===== config.mk =====
export PLATFORM = sky130hd
export DESIGN_NAME = rca_accumulator
export DESIGN_NICKNAME = d
export VERILOG_FILES = /design/src/rtl/rca_accumulator_pkg.sv /design/src/rtl/rca_n.sv /design/src/rtl/rca_accumulator.sv
export SDC_FILE = /design/constraint.sdc
export NUM_CORES = 1
export LEC_CHECK = 0
export BUFFER_PORTS_ARGS = -buffer_cell sky130_fd_sc_hd__buf_4
export CAP_MARGIN = 5
export CORE_MARGIN = 2
export CORE_UTILIZATION = 53
export CTS_BUF_LIST = sky130_fd_sc_hd__clkbuf_4
export DETAILED_ROUTE_END_ITERATION = 7
export PLACE_DENSITY = 0.84
export SLEW_MARGIN = 20
export SYNTH_ARGS = -nofsm -noshare
export SYNTH_HDL_FRONTEND = slang
export SYNTH_SLANG_ARGS = --single-unit

===== constraint.sdc =====
create_clock -name clk -period 2.6 [get_ports clk]
set_input_delay 0.52 -clock clk [delete_from_list [all_inputs] [get_ports clk]]
set_output_delay 0.52 -clock clk [all_outputs]
set_load 0.02 [all_outputs]

===== src/rtl/rca_accumulator_pkg.sv =====
// Shared definitions for the ripple-carry accumulator.
//   state_e        : controller state encoding (IDLE=0, ACCUM=1, HOLD=2)
//   can_accept()   : true in the states where an operand may be taken
package rca_accumulator_pkg;

  typedef enum logic [1:0] {
    IDLE  = 2'd0,
    ACCUM = 2'd1,
    HOLD  = 2'd2
  } state_e;

  function automatic logic can_accept(input state_e s);
    return (s == IDLE) || (s == ACCUM);
  endfunction

endpackage


===== src/rtl/rca_n.sv =====
// N-bit ripple-carry adder built from a chain of full adders.
//   A, B : N-bit addends
//   Cin  : carry into bit 0
//   S    : N-bit sum
//   Cout : carry out of bit N-1
module rca_n #(
  parameter int N = 6
) (
  input  logic [N-1:0] A,
  input  logic [N-1:0] B,
  input  logic         Cin,
  output logic [N-1:0] S,
  output logic         Cout
);

  logic [N:0] c;

  assign c[0] = Cin;

  for (genvar i = 0; i < N; i++) begin : g_fa
    assign S[i]   = A[i] ^ B[i] ^ c[i];
    assign c[i+1] = (A[i] & B[i]) | (c[i] & (A[i] ^ B[i]));
  end

  assign Cout = c[N];

endmodule


===== src/rtl/rca_accumulator.sv =====
// Multi-operand accumulator: sums a burst of unsigned operands through a
// ripple-carry adder and presents the result on a second handshake.
//   clk, rst_n                      : clock, async active-low reset
//   in_valid/in_ready/in_data/in_last : operand stream, in_last marks final beat
//   out_valid/out_ready             : result handshake
//   out_sum   : sum modulo 2^ACC_WIDTH
//   out_ovf   : sticky carry-out seen during the burst
//   out_count : operands accepted, saturating
//
// state | meaning
// ------+-------------------------------------------
// IDLE  | accumulator cleared, waiting for first beat
// ACCUM | burst in progress, summing operands
// HOLD  | result presented until the consumer takes it
module rca_accumulator
  import rca_accumulator_pkg::*;
#(
  parameter int WIDTH     = 3,
  parameter int ACC_WIDTH = 6,
  parameter int CNT_WIDTH = 4
) (
  input  logic                 clk,
  input  logic                 rst_n,
  input  logic                 in_valid,
  output logic                 in_ready,
  input  logic [WIDTH-1:0]     in_data,
  input  logic                 in_last,
  output logic                 out_valid,
  input  logic                 out_ready,
  output logic [ACC_WIDTH-1:0] out_sum,
  output logic                 out_ovf,
  output logic [CNT_WIDTH-1:0] out_count
);

  localparam logic [CNT_WIDTH-1:0] CNT_MAX = '1;

  state_e                 state_q, state_d;
  logic [ACC_WIDTH-1:0]   acc_q, acc_d;
  logic                   ovf_q, ovf_d;
  logic [CNT_WIDTH-1:0]   count_q, count_d;
  logic                   out_valid_q, out_valid_d;
  logic                   in_ready_q, in_ready_d;

  logic [ACC_WIDTH-1:0]   operand_ext;
  logic [ACC_WIDTH-1:0]   add_sum;
  logic                   add_cout;
  logic                   accept;

  always_comb begin
    operand_ext              = '0;
    operand_ext[WIDTH-1:0]   = in_data;
  end

  rca_n #(
    .N (ACC_WIDTH)
  ) u_adder (
    .A    (acc_q),
    .B    (operand_ext),
    .Cin  (1'b0),
    .S    (add_sum),
    .Cout (add_cout)
  );

  // in_ready_q is registered and always equals "state is not HOLD", so it
  // doubles as the accept qualifier without a decode on state_q.
  assign accept = in_valid && in_ready_q;

  always_comb begin
    state_d = state_q;
    acc_d   = acc_q;
    ovf_d   = ovf_q;
    count_d = count_q;

    case (state_q)
      IDLE, ACCUM: begin
        if (accept) begin
          acc_d   = add_sum;
          ovf_d   = ovf_q | add_cout;
          count_d = (count_q == CNT_MAX) ? count_q : count_q + 1'b1;
          state_d = in_last ? HOLD : ACCUM;
        end
      end
      HOLD: begin
        if (out_ready) begin
          state_d = IDLE;
          acc_d   = '0;
          ovf_d   = 1'b0;
          count_d = '0;
        end
      end
      default: begin
        state_d = IDLE;
        acc_d   = '0;
        ovf_d   = 1'b0;
        count_d = '0;
      end
    endcase

    // Handshake outputs follow the next state so they line up with the
    // edge that enters or leaves HOLD.
    out_valid_d = (state_d == HOLD);
    in_ready_d  = can_accept(state_d);
  end

  always_ff @(posedge clk or negedge rst_n) begin
    if (!rst_n) begin
      state_q     <= IDLE;
      acc_q       <= '0;
      ovf_q       <= 1'b0;
      count_q     <= '0;
      out_valid_q <= 1'b0;
      in_ready_q  <= 1'b1;
    end else begin
      state_q     <= state_d;
      acc_q       <= acc_d;
      ovf_q       <= ovf_d;
      count_q     <= count_d;
      out_valid_q <= out_valid_d;
      in_ready_q  <= in_ready_d;
    end
  end

  assign in_ready  = in_ready_q;
  assign out_valid = out_valid_q;
  assign out_sum   = acc_q;
  assign out_ovf   = ovf_q;
  assign out_count = count_q;

endmodule


==> results.md <==
- Port Buffers: 20
- Largest family of logic cells by synthesized area: simple AND/OR/NAND/NOR gates
- Fmax: 0.455 GHz
- PD cells: 978 nW/um2
- Vias per inst: 5.49
- Longest Clk Path Bufs: 2
- DRT iter0 DRCs: 14
- Outcome: finished, final reports clean
- Clock tree sinks: 15
- Maximum capacitance violations: 0
- Worst-path cell chain: ha_1 -> inv_1 -> fa_1 -> inv_1 -> fa_1 -> ha_1 -> ha_1 -> ha_1 -> nand3b_1 -> o21ai_0
- Tmin final: 2200 ps
- Die ar.: 1900 um2
- R2R cell count: 10
- I/O Pins: 21
- Clk_lat worst skew: 290 ps
- Synth cell types: 30
- Drt drc: 0
- Clock-pin transition on the worst setup and hold timing paths: 100 ps
- Synth Area in Compound Gates: 15.2%
- WL/cell: 14.2 um
- Syn nets: 98
- Worst R2R Start: out_sum[0]
- Seq/Total Area, Yosys: 45.3%
- Root Driver: clkbuf_4
- Slowest CP cell: dfrtp_1
- Reg2Reg Capture Point: out_sum[5]
- Crit path capture type: register
- Htree depth: 1
- Critical Path Fanout Max: 3
- Overall routed net length: 1700 um
- Buf/Inv on CP: 2
- N_diodes: 0
- First-pass GRT wire length: 2780 um
- Leakage power: 0.000485 uW
- Final setup viols: 0
- Global Route Usage Sum: 20.4%
- Synth Area in XOR/XNOR: 0%
- Data required, critical path: 2770 ps
- Top FF cell, synth: dfrtp_1
- Slew @ Worst Pin: 605 ps
- Most common cell after layout, fill and taps aside: buf_4
- Layout cells sized above 1: 27.9%
- Tcrit/Tclk final: 84.6%
- Max Clock Skew: 12.0 ps
- Vias after detailed routing: 659
- Synth-to-layout area growth: 21.7%
- Post-CTS Resized: 0
- Dpl hpwl: 1250 um
- Mapped Cells: 83
- CTS tree: yes
- Slew headroom: 59.7%
- Total Power: 989 uW
- Die width: 43.6 um
- Die Ht: 43.6 um
- Initial antenna violation count: 0
- Hold buffer count at cts: 0
- RePlAce Congestion: 0.821
- Critical path class: register to register
- Crit path DAT: 2370 ps
- Post-CTS setup buffer count: 0
- Largest net degree at the start of global routing: 25
- Ys async rst share: 100%
- Num CTS Buffers: 3
- Core ar.: 1490 um2
- Reg-to-reg slack, setup: 400 ps
- Delay of the slowest critical-path stage: 410 ps
- Commonest non-fill, non-tap cells in the layout: buf_4 (20), dfrtp_1 (14), o21ai_0 (12)
- Row cnt: 14
- Initial Util: 55.8%
- Critical Path Start Type: register
- Synth Area per Inst: 10.0 um2
- Final TNS setup: 0 ps
- CP most frequent cell: ha_1
- Number of synthesized flops with an enable pin: 0
- Total grt overflow: 0
- Unrepaired setup endpoints after global routing: false
- Mapped Area: 831 um2
- Nets: 120
- Worst IR Drop VDD: 0.652 mV
- Adder-Cell Fraction of Synth Area: 12.3%
- Drt first pass iters: 3
- Vias in the first global route: 645
- Final max-slew violation count: 0
- #FFs+latches synth: 15
- Delay-heaviest family, CP: adder cells
- Post-DRT Antenna Nets: 0
- Multiplexer share of the synthesized area: 0%
- Fin. Hold Viols: 0
- Yosys warnings: 0
- Min-delay worst type: input pin to async pin
- Simple-Gate Fraction of Synth Area: 20.9%
## per-layer routing
metal	track usage, %	up-vias	share of wire [%]
met5	0	-	0
met4	12.7	0	2.5
met3	3.33	5	4.2
met2	31.8	15	48
met1	26.4	307	46
li1	-	332	-
## Yosys cell counts, types with 2 or more instances
| library cell | instances | area, um2 |
|---|---|---|
| nand3b_1 | 5 | 37.5 |
| nor2_1 | 2 | 7.51 |
| a21oi_1 | 2 | 10.0 |
| nand3_1 | 4 | 20.0 |
| inv_1 | 9 | 33.8 |
| dfrtp_1 | 14 | 350 |
| o21ai_0 | 12 | 60.1 |
| a211oi_1 | 2 | 15.0 |
| fa_1 | 2 | 40.0 |
| ha_1 | 5 | 62.6 |
| and2_1 | 2 | 12.5 |
| nand2_1 | 6 | 22.5 |
## kinds of logic after synthesis
group           Yosys count
compound gates           21
fa+ha+maj                 7
buf+inv                  12
flops                    15
simple gates             28
## power by group
group	switching (uW)	internal (uW)	total [uW]
Sequential	92.5	315	407
Combinational	240	203	443
Clock	81.2	57.3	138
Total	414	575	989
## per-stage QoR
step	instances	worst slack, ps	hold slack, ps	instance area, um2	util [%]
after floorplan	83	441	224	831	-
after global placement	116	258	383	983	66.1
after detailed placement	116	152	384	983	66.1
after CTS	120	399	61.9	1010	67.9
after global routing	120	289	70.1	1010	67.9
final	120	400	54.9	1010	67.9
## worst max path at each step
stage,to,slack [ps],from,cells past startpoint
2_1_floorplan,out_sum[5],440,in_data[0],10
3_3_place_gp,out_sum[5],260,in_data[0],11
3_5_place_dp,out_sum[5],150,in_data[0],11
4_1_cts,out_sum[5],400,out_sum[0],10
5_1_grt,out_ovf,290,out_sum[0],10
6_report,out_sum[5],400,out_sum[0],10
## sequential cells by signal, summed over array words and instances (netlist names)
register   cells
out_sum        6
out_count      4
state_q        2
in_ready       1
out_ovf        1
out_valid      1
## worst reg2reg max path: stages, from the launching register on
cell and delay [ps]:
dfrtp_1 410, ha_1 190, inv_1 60, fa_1 160
inv_1 50, fa_1 370, ha_1 200, ha_1 190
ha_1 270, nand3b_1 80, o21ai_0 90
## cell type report
| class | instances | area, um2 |
|---|---|---|
| timing repair buffer | 20 | 150 |
| fill | 129 | 478 |
| tap | 16 | 20.0 |
| inverter | 9 | 33.8 |
| clock inverter | 1 | 5.00 |
| sequential | 15 | 377 |
| clock buffer | 3 | 22.5 |
| multi-input combinational | 56 | 403 |
Note: power is estimated with default switching activity, not from simulation.
